$ cat src/rtl/deserializer_if.sv
// Output word stream of the deserializer.
//   data  : word at the FIFO head (27 bits)
//   valid : a word is available
//   ready : consumer accepts data when valid && ready on a clock edge
// master = producer (deserializer), slave = consumer.
interface deserializer_if;
   logic [26:0] data;
   logic        valid;
   logic        ready;

   modport master (output data, output valid, input ready);
   modport slave  (input data, input valid, output ready);
endinterface

$ cat src/rtl/deserializer.sv
// Serial-to-parallel receiver for 27-bit MSB-first frames with an output FIFO.
// A frame starts when frame_start is high; that cycle's ser_in is bit 26.
// Completed words go into a FIFO drained through the word_bus handshake.
// The block also tracks aborted frames, test-pattern mismatches and dropped words.
//
// Ports:
//   clk_out         serial bit clock, all registers on its rising edge
//   rst_n           asynchronous active-low reset
//   ser_in          serial data, MSB first
//   frame_start     marks bit 26 of a frame
//   check_pattern   compare each completed word against 27'h4AACC0F
//   clear_cnt       synchronous clear of abort_cnt, pattern_err_cnt, overflow
//   word_bus        data/valid/ready output stream (master side)
//   fifo_count      number of words held
//   overflow        sticky: a completed word was dropped
//   abort_cnt       saturating count of aborted frames
//   pattern_err_cnt saturating count of pattern mismatches
//
// state | meaning
// IDLE  | waiting for frame_start
// SHIFT | receiving bits 25..0 of the current frame
module deserializer #(
   parameter int FIFO_DEPTH = 4
) (
   input  logic                          clk_out,
   input  logic                          rst_n,
   input  logic                          ser_in,
   input  logic                          frame_start,
   input  logic                          check_pattern,
   input  logic                          clear_cnt,
   deserializer_if.master                word_bus,
   output logic [$clog2(FIFO_DEPTH):0]   fifo_count,
   output logic                          overflow,
   output logic [7:0]                    abort_cnt,
   output logic [7:0]                    pattern_err_cnt
);

   localparam int AW = $clog2(FIFO_DEPTH);
   localparam int CW = AW + 1;
   localparam logic [CW-1:0] FULL_CNT = CW'(FIFO_DEPTH);
   localparam logic [26:0]   TEST_PATTERN = 27'h4AACC0F;

   typedef enum logic {IDLE, SHIFT} state_t;

   state_t        state;
   logic [4:0]    bit_cnt;
   logic [26:0]   shreg;

   logic [26:0]   mem [FIFO_DEPTH];
   logic [AW-1:0] rd_ptr;
   logic [AW-1:0] wr_ptr;
   logic [CW-1:0] count;

   logic [26:0]   word_next;
   logic          word_done;
   logic          aborting;
   logic          not_empty;
   logic          full;
   logic          pop;
   logic          wr_en;
   logic          pattern_bad;

   assign word_next   = {shreg[25:0], ser_in};
   // frame_start wins over completion, even on the 27th bit
   assign word_done   = (state == SHIFT) && !frame_start && (bit_cnt == 5'd26);
   assign aborting    = (state == SHIFT) && frame_start;
   assign not_empty   = (count != '0);
   assign full        = (count == FULL_CNT);
   assign pop         = not_empty && word_bus.ready;
   // a simultaneous pop frees the slot the push needs
   assign wr_en       = word_done && (!full || pop);
   assign pattern_bad = word_done && check_pattern && (word_next != TEST_PATTERN);

   assign word_bus.valid = not_empty;
   assign word_bus.data  = not_empty ? mem[rd_ptr] : '0;
   assign fifo_count     = count;

   always_ff @(posedge clk_out or negedge rst_n) begin
      if (!rst_n) begin
         state   <= IDLE;
         bit_cnt <= '0;
         shreg   <= '0;
      end else begin
         case (state)
            IDLE: begin
               if (frame_start) begin
                  shreg   <= {26'd0, ser_in};
                  bit_cnt <= 5'd1;
                  state   <= SHIFT;
               end
            end
            SHIFT: begin
               if (frame_start) begin
                  shreg   <= {26'd0, ser_in};
                  bit_cnt <= 5'd1;
               end else if (bit_cnt == 5'd26) begin
                  shreg   <= word_next;
                  bit_cnt <= '0;
                  state   <= IDLE;
               end else begin
                  shreg   <= word_next;
                  bit_cnt <= bit_cnt + 5'd1;
               end
            end
            default: state <= IDLE;
         endcase
      end
   end

   always_ff @(posedge clk_out) begin
      if (wr_en) mem[wr_ptr] <= word_next;
   end

   always_ff @(posedge clk_out or negedge rst_n) begin
      if (!rst_n) begin
         rd_ptr <= '0;
         wr_ptr <= '0;
         count  <= '0;
      end else begin
         if (wr_en) wr_ptr <= wr_ptr + AW'(1);
         if (pop)   rd_ptr <= rd_ptr + AW'(1);
         case ({wr_en, pop})
            2'b10:   count <= count + CW'(1);
            2'b01:   count <= count - CW'(1);
            default: count <= count;
         endcase
      end
   end

   always_ff @(posedge clk_out or negedge rst_n) begin
      if (!rst_n) begin
         overflow        <= 1'b0;
         abort_cnt       <= '0;
         pattern_err_cnt <= '0;
      end else if (clear_cnt) begin
         overflow        <= 1'b0;
         abort_cnt       <= '0;
         pattern_err_cnt <= '0;
      end else begin
         if (word_done && !wr_en) overflow <= 1'b1;
         if (aborting && abort_cnt != 8'hFF) abort_cnt <= abort_cnt + 8'd1;
         if (pattern_bad && pattern_err_cnt != 8'hFF)
            pattern_err_cnt <= pattern_err_cnt + 8'd1;
      end
   end

endmodule

$ cat src/flat_wrapper.sv
// flat-port wrapper written by rule: the top's interface ports become plain ports
module deserializer_flat 
#(
   parameter int FIFO_DEPTH = 4
)
  (clk_out, rst_n, ser_in, frame_start, check_pattern, clear_cnt, fifo_count, overflow, abort_cnt, pattern_err_cnt, word_bus_data, word_bus_valid, word_bus_ready);
  deserializer_if word_bus_i ();
  input  logic clk_out;
  input  logic rst_n;
  input  logic ser_in;
  input  logic frame_start;
  input  logic check_pattern;
  input  logic clear_cnt;
  output logic [$clog2(FIFO_DEPTH):0] fifo_count;
  output logic overflow;
  output logic [7:0] abort_cnt;
  output logic [7:0] pattern_err_cnt;
  output wire logic [$bits(word_bus_i.data)-1:0] word_bus_data;
  output wire logic [$bits(word_bus_i.valid)-1:0] word_bus_valid;
  input wire logic [$bits(word_bus_i.ready)-1:0] word_bus_ready;
  assign word_bus_data = word_bus_i.data;
  assign word_bus_valid = word_bus_i.valid;
  assign word_bus_i.ready = word_bus_ready;
  deserializer #(.FIFO_DEPTH(FIFO_DEPTH)) u_core (.clk_out(clk_out), .rst_n(rst_n), .ser_in(ser_in), .frame_start(frame_start), .check_pattern(check_pattern), .clear_cnt(clear_cnt), .word_bus(word_bus_i), .fifo_count(fifo_count), .overflow(overflow), .abort_cnt(abort_cnt), .pattern_err_cnt(pattern_err_cnt));
endmodule
$ cat config.mk
export PLATFORM = sky130hd
export DESIGN_NAME = deserializer_flat
export DESIGN_NICKNAME = d
export VERILOG_FILES = /design/src/rtl/deserializer_if.sv /design/src/rtl/deserializer.sv /design/src/flat_wrapper.sv
export SDC_FILE = /design/constraint.sdc
export NUM_CORES = 1
export LEC_CHECK = 0
export CORE_ASPECT_RATIO = 1.1
export CORE_MARGIN = 1.5
export CORE_UTILIZATION = 50
export DETAILED_ROUTE_END_ITERATION = 10
export PLACE_DENSITY = 0.7
export SYNTH_ARGS = -nofsm -noshare
export SYNTH_HDL_FRONTEND = slang
export SYNTH_SLANG_ARGS = --single-unit
$ cat constraint.sdc
create_clock -name clk_out -period 3.3 [get_ports clk_out]
set_input_delay 0.66 -clock clk_out [delete_from_list [all_inputs] [get_ports clk_out]]
set_output_delay 0.66 -clock clk_out [all_outputs]
set_load 0.005 [all_outputs]
## Yosys cells after proc, flatten, opt, wreduce, memory -nomap -nowiden

Memory sizes are Yosys's and may differ from the RTL's.
Index checks and enable logic that the tools add are counted.

- Register bits: 56
- Bits in writable memories: 108
- Input bits: 7
- Output and inout port bits: 48
- Word-level logic and storage cells: 66
- Memories kept: 1

- Add/sub/neg operators: 7
- Eq/ne operators: 8
- Mux-type cells: 21
- Bitwise gates (word level): 1
- Reduce and logical (&&, ||, !) cells: 19

Memories:

| name | depth | bits a word | read ports | clocked after Yosys merged registers in | write ports | RTL line | RTL |
|---|---|---|---|---|---|---|---|
| u_core.mem | 4 | 27 | 1 | 0 | 1 | deserializer.sv:49 | `logic [26:0] mem [FIFO_DEPTH];` |

Operators with widths:

| kind | number |
|---|---|
| 26-bit two-way mux | 2 |
| 26-bit case mux with 2 select lines | 1 |
| 8-bit two-way mux | 4 |
| 27-bit two-way mux | 1 |
| 27-bit != test (second input constant) | 1 |
| 8-bit by 1-bit adder with 8-bit output (second input constant) | 2 |
| 8-bit != test (second input constant) | 2 |
| 5-bit two-way mux | 3 |
| 1-bit logical AND | 10 |
| 5-bit case mux with 2 select lines | 1 |
| 2-bit nonzero test | 4 |
| 1-bit two-way mux | 7 |
| 3-bit case mux with 2 select lines | 1 |
| 5-bit by 1-bit adder with 5-bit output (second input constant) | 1 |
| 5-bit equality test (second input constant) | 1 |
| 2-bit by 1-bit adder with 2-bit output (second input constant) | 2 |
| 3-bit by 1-bit adder with 3-bit output (second input constant) | 1 |
| 3-bit equality test (second input constant) | 1 |
| 1-bit logical NOT | 3 |
| 3-bit nonzero test | 1 |
| 3-bit by 1-bit subtractor with 3-bit output (second input constant) | 1 |
| 2-bit by 1-bit equality test with 1-bit output (second input constant) | 1 |
| 2-bit equality test (second input constant) | 1 |
| 2-bit != test (second input constant) | 1 |
| 3 further kinds | 3 |

## Longest topological paths before layout

- Depth in word-level cells: 8
- Gate-level depth with buffers: 11
- Mapped depth without buffers: 11

## Least setup slack after synthesis

Ideal clock, no wire load.

- Kind: input to register
- Start point: input port frame_start
- End point: memory u_core.mem[0][0] (enable)
- Library setup time: 0.386 ns
- Data arrival time: 2.240 ns
- Data required time: 2.914 ns
- Setup slack: 0.674 ns
- Stages on the path: 3
- Buffers on the path: 1
- Cells stage by stage: buf_6 nor4_1 and2_1

- Longest elaborated chain between the ends: 6

Ends and longest elaborated chain:

| item | RTL line | RTL |
|---|---|---|
| start: declaration | flat_wrapper.sv:11 | `input logic frame_start;` |
| 1-bit logical NOT | deserializer.sv:65 | `assign word_done = (state == SHIFT) && !frame_start && (bit_cnt == 5'd26);` |
| 1-bit logical AND (2 in series) | deserializer.sv:65 |  |
| 1-bit logical AND | deserializer.sv:71 | `assign wr_en = word_done && (!full \|\| pop);` |
| 1-bit two-way mux | deserializer.sv:111 | `if (wr_en) mem[wr_ptr] <= word_next;` |
| 1-bit two-way mux (implied by the code) | deserializer.sv:111 |  |
| end: declaration | deserializer.sv:49 |  |

No other way between the ends.

## Final worst setup path

- Start point: register u_core.count[0], in the netlist u_core.fifo_count[0]
- End point: output port word_bus_data[10]

- Longest elaborated chain between the ends: 2

Ends and longest elaborated chain:

| item | RTL line | RTL |
|---|---|---|
| start: declaration | deserializer.sv:52 | `logic [CW-1:0] count;` |
| start signal: assignment | deserializer.sv:123 | `2'b10: count <= count + CW'(1);` |
| start signal: assignment | deserializer.sv:124 | `2'b01: count <= count - CW'(1);` |
| start signal: assignment | deserializer.sv:125 | `default: count <= count;` |
| 3-bit nonzero test | deserializer.sv:67 | `assign not_empty = (count != '0);` |
| 27-bit two-way mux | deserializer.sv:75 | `assign word_bus.data = not_empty ? mem[rd_ptr] : '0;` |
| end: declaration | flat_wrapper.sv:18 | `output wire logic [$bits(word_bus_i.data)-1:0] word_bus_data;` |

No other way between the ends.

==> results by group <==
CTS
  • Worst-Skew Late Latency: 0.42 ns
  • CTS Buf Count: 17
  • Clock root cell: clkbuf_16
  • Clock Tree Buf Depth: 2
  • Reg clk slew, reported paths: 0.06 ns
  • Post-CTS Setup Repair Bufs: 0
  • Clock Sink Count: 164
  • Cts hold-fix bufs: 0
  • Resize count post-CTS: 0
  • H-tree Lvls: 4
  • TritonCTS clock tree: built

Placement
  • Cell count after placement: 654
  • Port-buffer cells: 54
  • Gpl congestion: 0.797
  • Placed cell areas: 7580 um^2
  • Worst slack, placed: 0.401 ns
  • DP Wirelength: 7200 um

Detailed routing
  • DRC viols: 0
  • Routed length per placed instance: 17.3 um
  • Vias: 3,679
  • Post-Route WL: 11,900 um
  • Routed Antenna Nets: 0
  • Metal2 WL: 6030 um
  • Top sig layer: met4
  • Routed vias/inst: 5.36
  • Met1 Wirelength: 5290 um
  • Routed wl met3: 348 um
  • Initial DRC Count: 233
  • DRT Pass-1 Iters: 4

Timing
  • Slew @ Worst Pin: 0.784 ns
  • Tcrit/Tclk final: 90.3%
  • WHS: 0.291 ns
  • Fin. Hold Viols: 0
  • RSZ-0062 raised after global routing: no
  • Finish-stage setup viols: 0
  • Period minus WS final: 2.98 ns
  • Fin. max-slew vios: 0
  • Max_slew headroom: 47.7%
  • Worst setup margin: 0.321 ns
  • Final setup skew: 0.00629 ns
  • Final setup TNS: 0 ns
  • Peak Freq: 336 MHz

Logic synthesis
  • Syn nets: 442
  • Post-synthesis simple-gate area fraction: 10.6%
  • #FFs+latches synth: 164
  • Synth Flop Type: edfxtp_1
  • Largest family of logic cells by synthesized area: multiplexers
  • Post-synthesis mux area share: 13.2%
  • Synthesized cell area: 6800 um^2
  • Synth Instances: 425
  • Syn Area/Cell: 16.0 um^2
  • Post-Synth Adder-Cell Area: 1.95%
  • Post-synth EDFFs: 108
  • Synthesis Warnings: 0
  • Sequential fraction of the synthesis area: 68.3%
  • Ys async rst share: 34.1%
  • XOR/XNOR share of the synthesized area: 1.54%
  • Post-synthesis cell type count: 43
  • Compound-gate portion of the synthesized area: 2.50%

Floorplan
  • Die area: 14,300 um^2
  • Num rows: 44
  • Die X: 114 um
  • I/O pin count: 55
  • Die Height: 125 um
  • Initial core utilization: 51.3%
  • Core area: 13,300 um^2

Power and ir drop
  • Pint: 4.13 mW
  • Net Sw Frac: 23.9%
  • LEAKAGE: 3.20 nW
  • Comb pwr share: 25.6%
  • P_sw: 1.30 mW
  • Clock power share: 32.7%
  • Max IR drop VDD: 325 uV
  • Tot Pwr: 5.43 mW
  • PD cells: 669 nW/um^2
  • Share of total power in sequential cells: 41.7%

GRT
  • Initial antenna violation count: 0
  • First-pass GRT wire length: 19,400 um
  • Largest net degree at the start of global routing: 30
  • Vias in the first global route: 3,753
  • Total gr overflow: 0
  • Gr usage total: 18.3%

Setup path
  • R2R setup slack: 0.77 ns
  • Reg-to-reg endpoint: u_core.fifo_count[2]$_DFFE_PN0P_
  • Reg-to-reg critical path startpoint: u_core.fifo_count[0]$_DFFE_PN0P_
  • Crit end category: output port
  • Max FO, Critical Path: 29
  • Worst Path Arrival: 2.32 ns
  • Critical path required time: 2.64 ns
  • Type of origin of the critical path: register
  • Cells on worst reg2reg path: 8
  • WS Path Type: register to output port

Hold path
  • Hold crit path type: input port to async pin

Finish
  • Final Non-Filler Cells: 686
  • Filler Cell Count: 1,009
  • Post-Route Utilization: 61.2%
  • ANT cells: 0
  • Area growth syn-to-layout: 19.4%
  • Fin nets: 506
  • Post-route cell area: 8120 um^2
  • Share of layout cells above drive strength 1: 15.3%

Run
  • Max_cap viols: 0

Status
  • Outcome: complete, no violations
-- critical path, stage by stage (launching register included) --
cell and delay [ns]:
dfrtp_1 0.43, or3_1 0.73, and2_1 0.29, clkdlybuf4s50_1 0.44
-- synthesized netlist by cell type (9+ instances only) --
| cell type | count | area (um^2) |
|---|---|---|
| edfxtp_1 | 108 | 3240 |
| dfrtp_1 | 56 | 1400 |
| nor2_1 | 40 | 150 |
| and2_1 | 33 | 206 |
| mux2i_1 | 28 | 280 |
| mux4_2 | 27 | 608 |
| nand2_1 | 11 | 41.3 |
| o21ai_0 | 11 | 55.1 |
| clkbuf_1 | 10 | 37.5 |
| a21oi_1 | 9 | 45.0 |
| ha_1 | 9 | 113 |
| inv_1 | 9 | 33.8 |
-- layer usage --
metal,vias to the layer above,global-route usage (%)
li1,1716,-
met1,1874,22.8
met2,72,30.2
met3,17,5.04
met4,0,7.79
met5,-,0
-- final cells by class --
class                           count  area [um^2]  area share (%)
Inverter                            9         33.8           0.416
Tap cell                          184          230            2.83
Timing Repair Buffer               65          643            7.92
Clock buffer                       23          488            6.01
Sequential cell                   164         4650            57.2
Multi-Input combinational cell    232         2030            25.0
Clock inverter                      9         53.8           0.662
-- flip-flops by register name, summed over array words and instances, names as in the netlist --
signal                  cells
u_core.shreg               26
u_core.rd_ptr               2
u_core.mem                108
u_core.bit_cnt              5
u_core.abort_cnt            8
u_core.overflow             1
u_core.pattern_err_cnt      8
u_core.state                1
u_core.wr_ptr               2
u_core.fifo_count           3
-- cells by family after synthesis --
| logic type | after synthesis |
|---|---|
| xor gates and xnor gates | 12 |
| DFF | 164 |
| and+or+nand+nor | 126 |
| AOI/OAI and AO/OA | 28 |
| buffers and inverters | 29 |
| adders and majority gates | 10 |
| muxes | 56 |
-- power groups by stage --
stage                     registers, mW  logic [mW]  clock network, mW
after detailed placement           2.30        1.43                  0
after global placement             2.30        1.40                  0
after floorplan                    2.30       0.771                  0
after global routing               2.27        1.51               1.89
after CTS                          2.26        1.43               1.81
final                              2.27        1.39               1.78
-- layout by cell type (no fill, tap or decap), types with 2 or more instances in the layout --
cell type,count
mux2i_1,28
mux4_2,27
or3_1,4
dfrtp_1,55
nor3_1,3
nor4b_1,3
and4_1,3
clkbuf_1,2
nand2b_1,2
nor2b_1,4
nand3_1,5
and2_1,33
buf_12,2
clkbuf_8,4
nor4bb_1,3
o31ai_1,2
nand4_1,7
xnor2_1,5
buf_4,9
o21ai_0,11
clkbuf_16,17
edfxtp_1,108
clkinvlp_4,2
a21oi_1,9
clkdlybuf4s50_1,53
nor2_1,40
clkinv_2,6
inv_1,9
ha_1,9
xor2_1,7
nand2_1,11
-- worst max-delay path by stage --
stage | startpoint | endpoint | slack, ns | cells past startpoint
2_1_floorplan | frame_start | u_core.mem[0][0]$_DFFE_PP_ | 0.67 | 3
3_3_place_gp | word_bus_ready | u_core.fifo_count[2]$_DFFE_PN0P_ | 0.52 | 10
3_5_place_dp | word_bus_ready | u_core.fifo_count[2]$_DFFE_PN0P_ | 0.40 | 10
4_1_cts | u_core.fifo_count[0]$_DFFE_PN0P_ | word_bus_data[25] | 0.23 | 3
5_1_grt | u_core.fifo_count[0]$_DFFE_PN0P_ | word_bus_data[10] | 0.16 | 3
6_report | u_core.fifo_count[0]$_DFFE_PN0P_ | word_bus_data[10] | 0.32 | 3
Power figures use the tool's default switching activity.
